<file path="src/rtl/pattern_capture_if.sv">
// SRAM write-side bus and capture status shared between pattern_capture and its SRAM owner.
interface pattern_capture_if;
    logic        capture_active;
    logic        capture_done;
    logic [18:0] sram_addr_pat_cap;
    logic [7:0]  sram_data_pat_cap;
    logic        sram_we_pat_cap;

    modport master (
        output capture_active,
        output capture_done,
        output sram_addr_pat_cap,
        output sram_data_pat_cap,
        output sram_we_pat_cap
    );

    modport slave (
        input capture_active,
        input capture_done,
        input sram_addr_pat_cap,
        input sram_data_pat_cap,
        input sram_we_pat_cap
    );
endinterface

</file>
<file path="src/rtl/pattern_capture.sv">
// GPIO pattern capture: samples 1/2/4/8 synchronized pins per tick, packs MSB-first, writes bytes to SRAM.
// Optional start trigger on a selected pin edge is enabled by defining PAT_CAP_TRIGGER_EN.
module pattern_capture (
    input  logic        clk,
    input  logic        rst_n,
    input  logic        cfg_enable_pat_cap,
    input  logic [23:0] cfg_end_address_pat_cap,
    input  logic [1:0]  cfg_num_gpio_sel_pat_cap,
    input  logic [2:0]  cfg_timestep_sel_pat_cap,
    input  logic [3:0]  cfg_stage1_count_sel_pat_cap,
    input  logic [2:0]  cfg_trig_sel_pat_cap,
    input  logic        cfg_trig_pol_pat_cap,
    input  logic [7:0]  gpio_pat_cap_in,
    pattern_capture_if.master sram
);

    typedef enum logic [1:0] {IDLE, ARMED, CAPTURE, DONE} state_t;

    state_t      state_q, state_d;
    logic [7:0]  gpio_meta, gpio_sync, gpio_prev;
    logic        en_was_low;
    logic [3:0]  s1_cnt;
    logic [23:0] s2_cnt;
    logic [3:0]  slot_k;
    logic [7:0]  pack_q, pack_next;
    logic [18:0] addr_q;
    logic [7:0]  data_q;
    logic        we_q;

    logic        enable, en_rise, trig_hit, tick, s1_wrap, s2_wrap, end_hit, byte_full;
    logic [3:0]  s1_limit, n_pins, slot_last;
    logic [23:0] dec_limit;

    assign enable = cfg_enable_pat_cap;

    // NOTE: sequential state uses non-blocking (<=) so every flop samples pre-edge values;
    // blocking here would let the synchronizer collapse into a single stage.
    always_ff @(posedge clk or negedge rst_n) begin
        if (!rst_n) begin
            gpio_meta  <= '0;
            gpio_sync  <= '0;
            gpio_prev  <= '0;
            en_was_low <= 1'b0;
        end else begin
            gpio_meta  <= gpio_pat_cap_in;
            gpio_sync  <= gpio_meta;
            gpio_prev  <= gpio_sync;
            en_was_low <= ~enable;
        end
    end

    // en_was_low resets to 0, so an enable already high at reset release is not an edge.
    assign en_rise = enable & en_was_low;

`ifdef PAT_CAP_TRIGGER_EN
    logic trig_now, trig_old;
    assign trig_now = gpio_sync[cfg_trig_sel_pat_cap];
    assign trig_old = gpio_prev[cfg_trig_sel_pat_cap];
    assign trig_hit = cfg_trig_pol_pat_cap ? (trig_now & ~trig_old) : (~trig_now & trig_old);
`else
    logic unused_trig;
    assign unused_trig = ^{cfg_trig_sel_pat_cap, cfg_trig_pol_pat_cap, gpio_prev};
    assign trig_hit    = 1'b1;
`endif

    logic unused_end;
    assign unused_end = ^cfg_end_address_pat_cap[23:19];

    // A 1x1 tick would be one clock; stretch the prescaler to 2 to honour the 2-clock floor.
    assign s1_limit = (cfg_stage1_count_sel_pat_cap >= 4'd2) ? cfg_stage1_count_sel_pat_cap :
                      (cfg_timestep_sel_pat_cap == 3'd0)      ? 4'd2 : 4'd1;

    always_comb begin
        case (cfg_timestep_sel_pat_cap)
            3'd0:    dec_limit = 24'd1;
            3'd1:    dec_limit = 24'd10;
            3'd2:    dec_limit = 24'd100;
            3'd3:    dec_limit = 24'd1000;
            3'd4:    dec_limit = 24'd10000;
            3'd5:    dec_limit = 24'd100000;
            3'd6:    dec_limit = 24'd1000000;
            default: dec_limit = 24'd10000000;
        endcase
    end

    assign s1_wrap   = (s1_cnt == s1_limit - 4'd1);
    assign s2_wrap   = (s2_cnt == dec_limit - 24'd1);
    assign tick      = (state_q == CAPTURE) && s1_wrap && s2_wrap;
    assign n_pins    = 4'd1 << cfg_num_gpio_sel_pat_cap;
    assign slot_last = 4'd8 - n_pins;
    assign byte_full = tick && (slot_k == slot_last);
    assign end_hit   = (addr_q == cfg_end_address_pat_cap[18:0]);

    // NOTE: every always_comb output gets a default first, so no path can infer a latch.
    always_comb begin
        pack_next = pack_q;
        for (int i = 0; i < 8; i++) begin
            if (i < int'(n_pins))
                pack_next[3'(7 - int'(slot_k) - i)] = gpio_sync[i];
        end
    end

    always_ff @(posedge clk or negedge rst_n) begin
        if (!rst_n) state_q <= IDLE;
        else        state_q <= state_d;
    end

    always_comb begin
        state_d = state_q;
        if (!enable) begin
            state_d = IDLE;
        end else begin
            case (state_q)
                IDLE:    if (en_rise) state_d = ARMED;
                ARMED:   if (trig_hit) state_d = CAPTURE;
                CAPTURE: if (we_q && end_hit) state_d = DONE;
                default: state_d = state_q;
            endcase
        end
    end

    always_ff @(posedge clk or negedge rst_n) begin
        if (!rst_n) begin
            s1_cnt <= '0;
            s2_cnt <= '0;
            slot_k <= '0;
            pack_q <= '0;
            addr_q <= '0;
            data_q <= '0;
            we_q   <= 1'b0;
        end else if (!enable || state_q != CAPTURE) begin
            // Counters and the partial byte restart on every CAPTURE entry; an abort discards them.
            s1_cnt <= '0;
            s2_cnt <= '0;
            slot_k <= '0;
            pack_q <= '0;
            we_q   <= 1'b0;
            if (!enable || state_q == IDLE) begin
                addr_q <= '0;
                data_q <= '0;
            end
        end else begin
            if (s1_wrap) begin
                s1_cnt <= '0;
                s2_cnt <= s2_wrap ? 24'd0 : s2_cnt + 24'd1;
            end else begin
                s1_cnt <= s1_cnt + 4'd1;
            end

            if (tick) begin
                if (byte_full) begin
                    slot_k <= '0;
                    pack_q <= '0;
                    data_q <= pack_next;
                end else begin
                    slot_k <= slot_k + n_pins;
                    pack_q <= pack_next;
                end
            end

            we_q <= byte_full;
            if (we_q && !end_hit) addr_q <= addr_q + 19'd1;
        end
    end

    assign sram.capture_active    = (state_q == ARMED) || (state_q == CAPTURE);
    assign sram.capture_done      = (state_q == DONE);
    assign sram.sram_addr_pat_cap = addr_q;
    assign sram.sram_data_pat_cap = data_q;
    assign sram.sram_we_pat_cap   = we_q;

endmodule

</file>
<file path="src/flat_wrapper.sv">
// flat-port wrapper written by rule: the top's interface ports become plain ports
module pattern_capture_flat 
  (clk, rst_n, cfg_enable_pat_cap, cfg_end_address_pat_cap, cfg_num_gpio_sel_pat_cap, cfg_timestep_sel_pat_cap, cfg_stage1_count_sel_pat_cap, cfg_trig_sel_pat_cap, cfg_trig_pol_pat_cap, gpio_pat_cap_in, sram_capture_active, sram_capture_done, sram_sram_addr_pat_cap, sram_sram_data_pat_cap, sram_sram_we_pat_cap);
  pattern_capture_if sram_i ();
  input  logic clk;
  input  logic rst_n;
  input  logic cfg_enable_pat_cap;
  input  logic [23:0] cfg_end_address_pat_cap;
  input  logic [1:0] cfg_num_gpio_sel_pat_cap;
  input  logic [2:0] cfg_timestep_sel_pat_cap;
  input  logic [3:0] cfg_stage1_count_sel_pat_cap;
  input  logic [2:0] cfg_trig_sel_pat_cap;
  input  logic cfg_trig_pol_pat_cap;
  input  logic [7:0] gpio_pat_cap_in;
  output wire logic [$bits(sram_i.capture_active)-1:0] sram_capture_active;
  output wire logic [$bits(sram_i.capture_done)-1:0] sram_capture_done;
  output wire logic [$bits(sram_i.sram_addr_pat_cap)-1:0] sram_sram_addr_pat_cap;
  output wire logic [$bits(sram_i.sram_data_pat_cap)-1:0] sram_sram_data_pat_cap;
  output wire logic [$bits(sram_i.sram_we_pat_cap)-1:0] sram_sram_we_pat_cap;
  assign sram_capture_active = sram_i.capture_active;
  assign sram_capture_done = sram_i.capture_done;
  assign sram_sram_addr_pat_cap = sram_i.sram_addr_pat_cap;
  assign sram_sram_data_pat_cap = sram_i.sram_data_pat_cap;
  assign sram_sram_we_pat_cap = sram_i.sram_we_pat_cap;
  pattern_capture u_core (.clk(clk), .rst_n(rst_n), .cfg_enable_pat_cap(cfg_enable_pat_cap), .cfg_end_address_pat_cap(cfg_end_address_pat_cap), .cfg_num_gpio_sel_pat_cap(cfg_num_gpio_sel_pat_cap), .cfg_timestep_sel_pat_cap(cfg_timestep_sel_pat_cap), .cfg_stage1_count_sel_pat_cap(cfg_stage1_count_sel_pat_cap), .cfg_trig_sel_pat_cap(cfg_trig_sel_pat_cap), .cfg_trig_pol_pat_cap(cfg_trig_pol_pat_cap), .gpio_pat_cap_in(gpio_pat_cap_in), .sram(sram_i));
endmodule
</file>
<file path="config.mk">
export PLATFORM = sky130hd
export DESIGN_NAME = pattern_capture_flat
export DESIGN_NICKNAME = d
export VERILOG_FILES = /design/src/rtl/pattern_capture_if.sv /design/src/rtl/pattern_capture.sv /design/src/flat_wrapper.sv
export SDC_FILE = /design/constraint.sdc
export NUM_CORES = 1
export LEC_CHECK = 0
export CAP_MARGIN = 40
export CELL_PAD_IN_SITES_DETAIL_PLACEMENT = 1
export CELL_PAD_IN_SITES_GLOBAL_PLACEMENT = 1
export CORE_ASPECT_RATIO = 1.75
export CORE_MARGIN = 2
export CORE_UTILIZATION = 42
export CTS_CLUSTER_DIAMETER = 200
export DETAILED_ROUTE_END_ITERATION = 10
export PLACE_DENSITY_LB_ADDON = 0.12
export SYNTH_ARGS = -nofsm -noshare
export SYNTH_HDL_FRONTEND = slang
export SYNTH_SLANG_ARGS = --single-unit
</file>
<file path="constraint.sdc">
create_clock -name clk -period 4.1 [get_ports clk]
set_input_delay 1.025 -clock clk [delete_from_list [all_inputs] [get_ports clk]]
set_output_delay 1.025 -clock clk [all_outputs]
set_load 0.05 [all_outputs]
</file>
==> metrics.md, run 1 <==
| Metric | Value |
|---|---|
| Setup violations, final | `0` |
| Via-to-Cell Ratio | `5.92` |
| Nets | `899` |
| Average routed wire per standard cell | `20.1 um` |
| Area growth syn-to-layout | `23.5%` |
| CP Class | `primary input to flop` |
| Hold WC Path Type | `flop to flop` |
| Post-Syn Nets | `818` |
| Fraction of the cycle the final worst path needs | `96.8%` |
| Core Footprint | `14,400 um^2` |
| PD cells | `292 nW/um^2` |
| Status | `finished clean` |
| Site Rows | `58` |
| Top layer in use | `met4` |
| Clock tree buffer depth | `2` |
| Fin. max-slew vios | `0` |
| Most common cell after layout, fill and taps aside | `dfrtp_1` |
| Post-synth EDFFs | `0` |
| Net Sw Frac | `29.0%` |
| Final hold viol count | `0` |
| Min setup slack post-route | `0.131 ns` |
| Antenna cells | `0` |
| I/O pin cnt | `78` |
| Clock tree sinks | `87` |
| Post-Syn Area | `6220 um^2` |
| Synth top area share | `35.0%` |
| Final wirelength | `20.4 mm` |
| Largest net degree at the start of global routing | `54` |
| Met2 wire len | `11.9 mm` |
| DR vias | `5,997` |
| Crit-path max FO | `7` |
| Die width | `96 um` |
| Root buffer cell | `clkbuf_16` |
| Lkg Pwr | `2.98 nW` |
| Met1 WL | `7.20 mm` |
| Cells after Synth | `749` |
| RSZ-0062 raised after global routing | `false` |
| Die Ht | `165 um` |
| Wire length on met3 | `467 um` |
| Clock latency on the worst-skew pair | `0.35 ns` |
| Min cycle time layout | `3.97 ns` |
| Crit path launch type | `primary input` |
| DP Worst Slack | `-0.484 ns` |
| Largest area contributor in the netlist | `dfrtp_1` |
| Commonest non-fill, non-tap cells in the layout | `87 x dfrtp_1, 80 x nand2_1, 67 x nor2_1, 64 x clkdlybuf4s50_1, 54 x buf_4` |
| P_int | `1.59 mW` |
| Worst setup EP type | `flop` |
| Async SR Flop Fraction | `100%` |
| DRC | `0` |
| GPL Wtd Cong | `0.940` |
| CTS buffer count | `9` |
| Hold Buf Count CTS | `0` |
| Final Hold Slack | `0.351 ns` |
| Syn Area/Cell | `8.31 um^2` |
| Power share of the combinational group | `21.4%` |
| Max-cap check violation count | `0` |
| Clock Power Share | `38.6%` |
| YS warnings | `0` |
| GR Overflow Total | `0` |
| Detailed Place HPWL | `15.9 mm` |
| Max IR drop VDD | `0.141 mV` |
| Clk_skew | `0.0140 ns` |
| Initial DRC Count | `195` |
| Layout cells sized above 1 | `10.6%` |
| Worst path arrival time | `4.23 ns` |
| FMAX | `252 MHz` |
| Filler cells | `1,755` |
| H-tree Lvls | `3` |
| First-pass GRT wire length | `33.1 mm` |
| Clk pin slew, worst setup/hold paths | `0.07 ns` |
| Setup TNS Final | `0 ns` |
| Ys flop type | `dfrtp_1` |
| Register area share after synthesis | `35.0%` |
| Flop pwr share | `40.0%` |
| Gr usage total | `27.2%` |
| TritonCTS clock tree | `built` |
| TritonRoute pass-1 iters | `4` |
| Initial antenna violation count | `0` |
| Final ANT Viol Nets | `0` |
| Port buffer count | `68` |
| Starting density of the core | `43.1%` |
| Unique masters post-synth | `72` |
| Synth area leaders | `dfrtp_1 35%, xnor2_1 6.8%, nand2_1 4.8%` |
| Die area | `15,800 um^2` |
| Seq cells post-synth | `87` |
| Sw Pwr | `0.651 mW` |
| Normalized max-slew margin | `38.7%` |
| Vias in the first global route | `6,584` |
| Slew of the pin with the lowest slew margin | `0.911 ns` |
| CP required | `4.36 ns` |
-- flip-flops by register name, summed over array words and instances, names as in the netlist --
register and flops:
u_core.s2_cnt 24, u_core.sram.sram_addr_pat_cap 19, u_core.gpio_meta 8, u_core.gpio_sync 8
u_core.pack_q 8, u_core.sram.sram_data_pat_cap 8, u_core.s1_cnt 4, u_core.slot_k 4
u_core.state_q 2, u_core.en_was_low 1, u_core.sram.sram_we_pat_cap 1
-- worst max-delay path: stages --
cell           delay, ns
dlygate4sd2_1       0.26
nor2b_2             0.18
nand2b_4            0.08
ha_4                0.17
or3b_4              0.41
a211o_1             0.28
o311ai_1            0.10
nand4_1             0.23
or4b_4              0.59
or2_4               0.28
or4b_1              0.47
a21oi_1             0.14
-- power groups by stage --
stage	registers [mW]	clock network, mW	logic (mW)
CTS	0.898	0.889	0.486
finish	0.899	0.866	0.480
floorplan	0.908	0	0.288
global placement	0.912	0	0.449
global route	0.901	0.919	0.527
detailed placement	0.915	0	0.482
-- timing repair --
action	in CTS	in global routing
resized for setup	8	1
endpoints found under the setup margin	17	2
buffers inserted	3	0
pin swaps	3	0
-- area by class of cell --
cell class	instances	area, um^2	area share [%]
multi-input cells	581	3770	49.1
flip-flops and latches	87	2180	28.3
repair buffers	122	1100	14.3
clock buffers	10	229	2.98
well taps	180	225	2.93
inverters	29	109	1.42
clock inverters	4	72.6	0.944
-- synthesized netlist by cell type, types with 10 or more instances --
master,count
a21oi_1,35
a31oi_1,15
clkbuf_1,41
dfrtp_1,87
ha_1,20
inv_1,29
mux2i_1,15
nand2_1,80
nand2b_1,13
nand3_1,44
nand3b_1,12
nand4_1,15
nor2_1,67
nor3_1,26
o21ai_0,27
xnor2_1,48
xor2_1,10
-- metal layers --
layer | vias to the layer above | track usage [%]
met3 | 48 | 3.01
met5 | - | 0
met2 | 119 | 53.7
met1 | 2994 | 27.1
met4 | 0 | 12.2
li1 | 2836 | -
-- kinds of logic (layout without fill, tap and decap cells) --
logic type                 after synthesis  after routing  share of synthesized area, %
adders and majority gates               21             21                          4.34
xor gates and xnor gates                60             60                          8.93
buffers and inverters                   81            165                          5.27
muxes                                   15             15                          2.41
and+or+nand+nor                        336            336                          28.1
DFF                                     87             87                          35.0
AOI/OAI and AO/OA                      149            149                          15.9
-- worst paths after layout --
| path | depth (start not counted) | endpoint | start | slack (ns) |
|---|---|---|---|---|
| max | 12 | u_core.slot_k[3]$_DFFE_PN0P_ | cfg_timestep_sel_pat_cap[0] | 0.13 |
| min | 0 | u_core.gpio_sync[7]$_DFF_PN0_ | u_core.gpio_meta[7]$_DFF_PN0_ | 0.35 |
| max reg2reg | 8 | u_core.s2_cnt[23]$_DFFE_PN0P_ | u_core.s2_cnt[6]$_DFFE_PN0P_ | 0.98 |
| min reg2reg | 0 | u_core.gpio_sync[7]$_DFF_PN0_ | u_core.gpio_meta[7]$_DFF_PN0_ | 0.35 |
| max in group asynchronous | 2 | u_core.state_q[1]$_DFFE_PN0P_ | rst_n | 2.83 |
| min in group asynchronous | 1 | u_core.gpio_meta[7]$_DFF_PN0_ | rst_n | 0.64 |
-- per-stage QoR --
| stage | power, mW | cell area, um^2 | util (%) | cells |
|---|---|---|---|---|
| after floorplan | 1.20 | 6270 | - | 749 |
| after global placement | 1.36 | 7300 | 50.5 | 993 |
| after detailed placement | 1.40 | 7340 | 50.8 | 996 |
| after CTS | 2.27 | 7680 | 53.2 | 1013 |
| after global routing | 2.35 | 7680 | 53.2 | 1013 |
| final | 2.24 | 7680 | 53.2 | 1013 |
Note: power is estimated with default switching activity, not from simulation.
==> run 2, diff against run 1 <==
- CTS_CLUSTER_SIZE: unset -> 10
==> results of run 2 <==
Same layout as run 1: the final DEF is identical, and so are final timing and power.
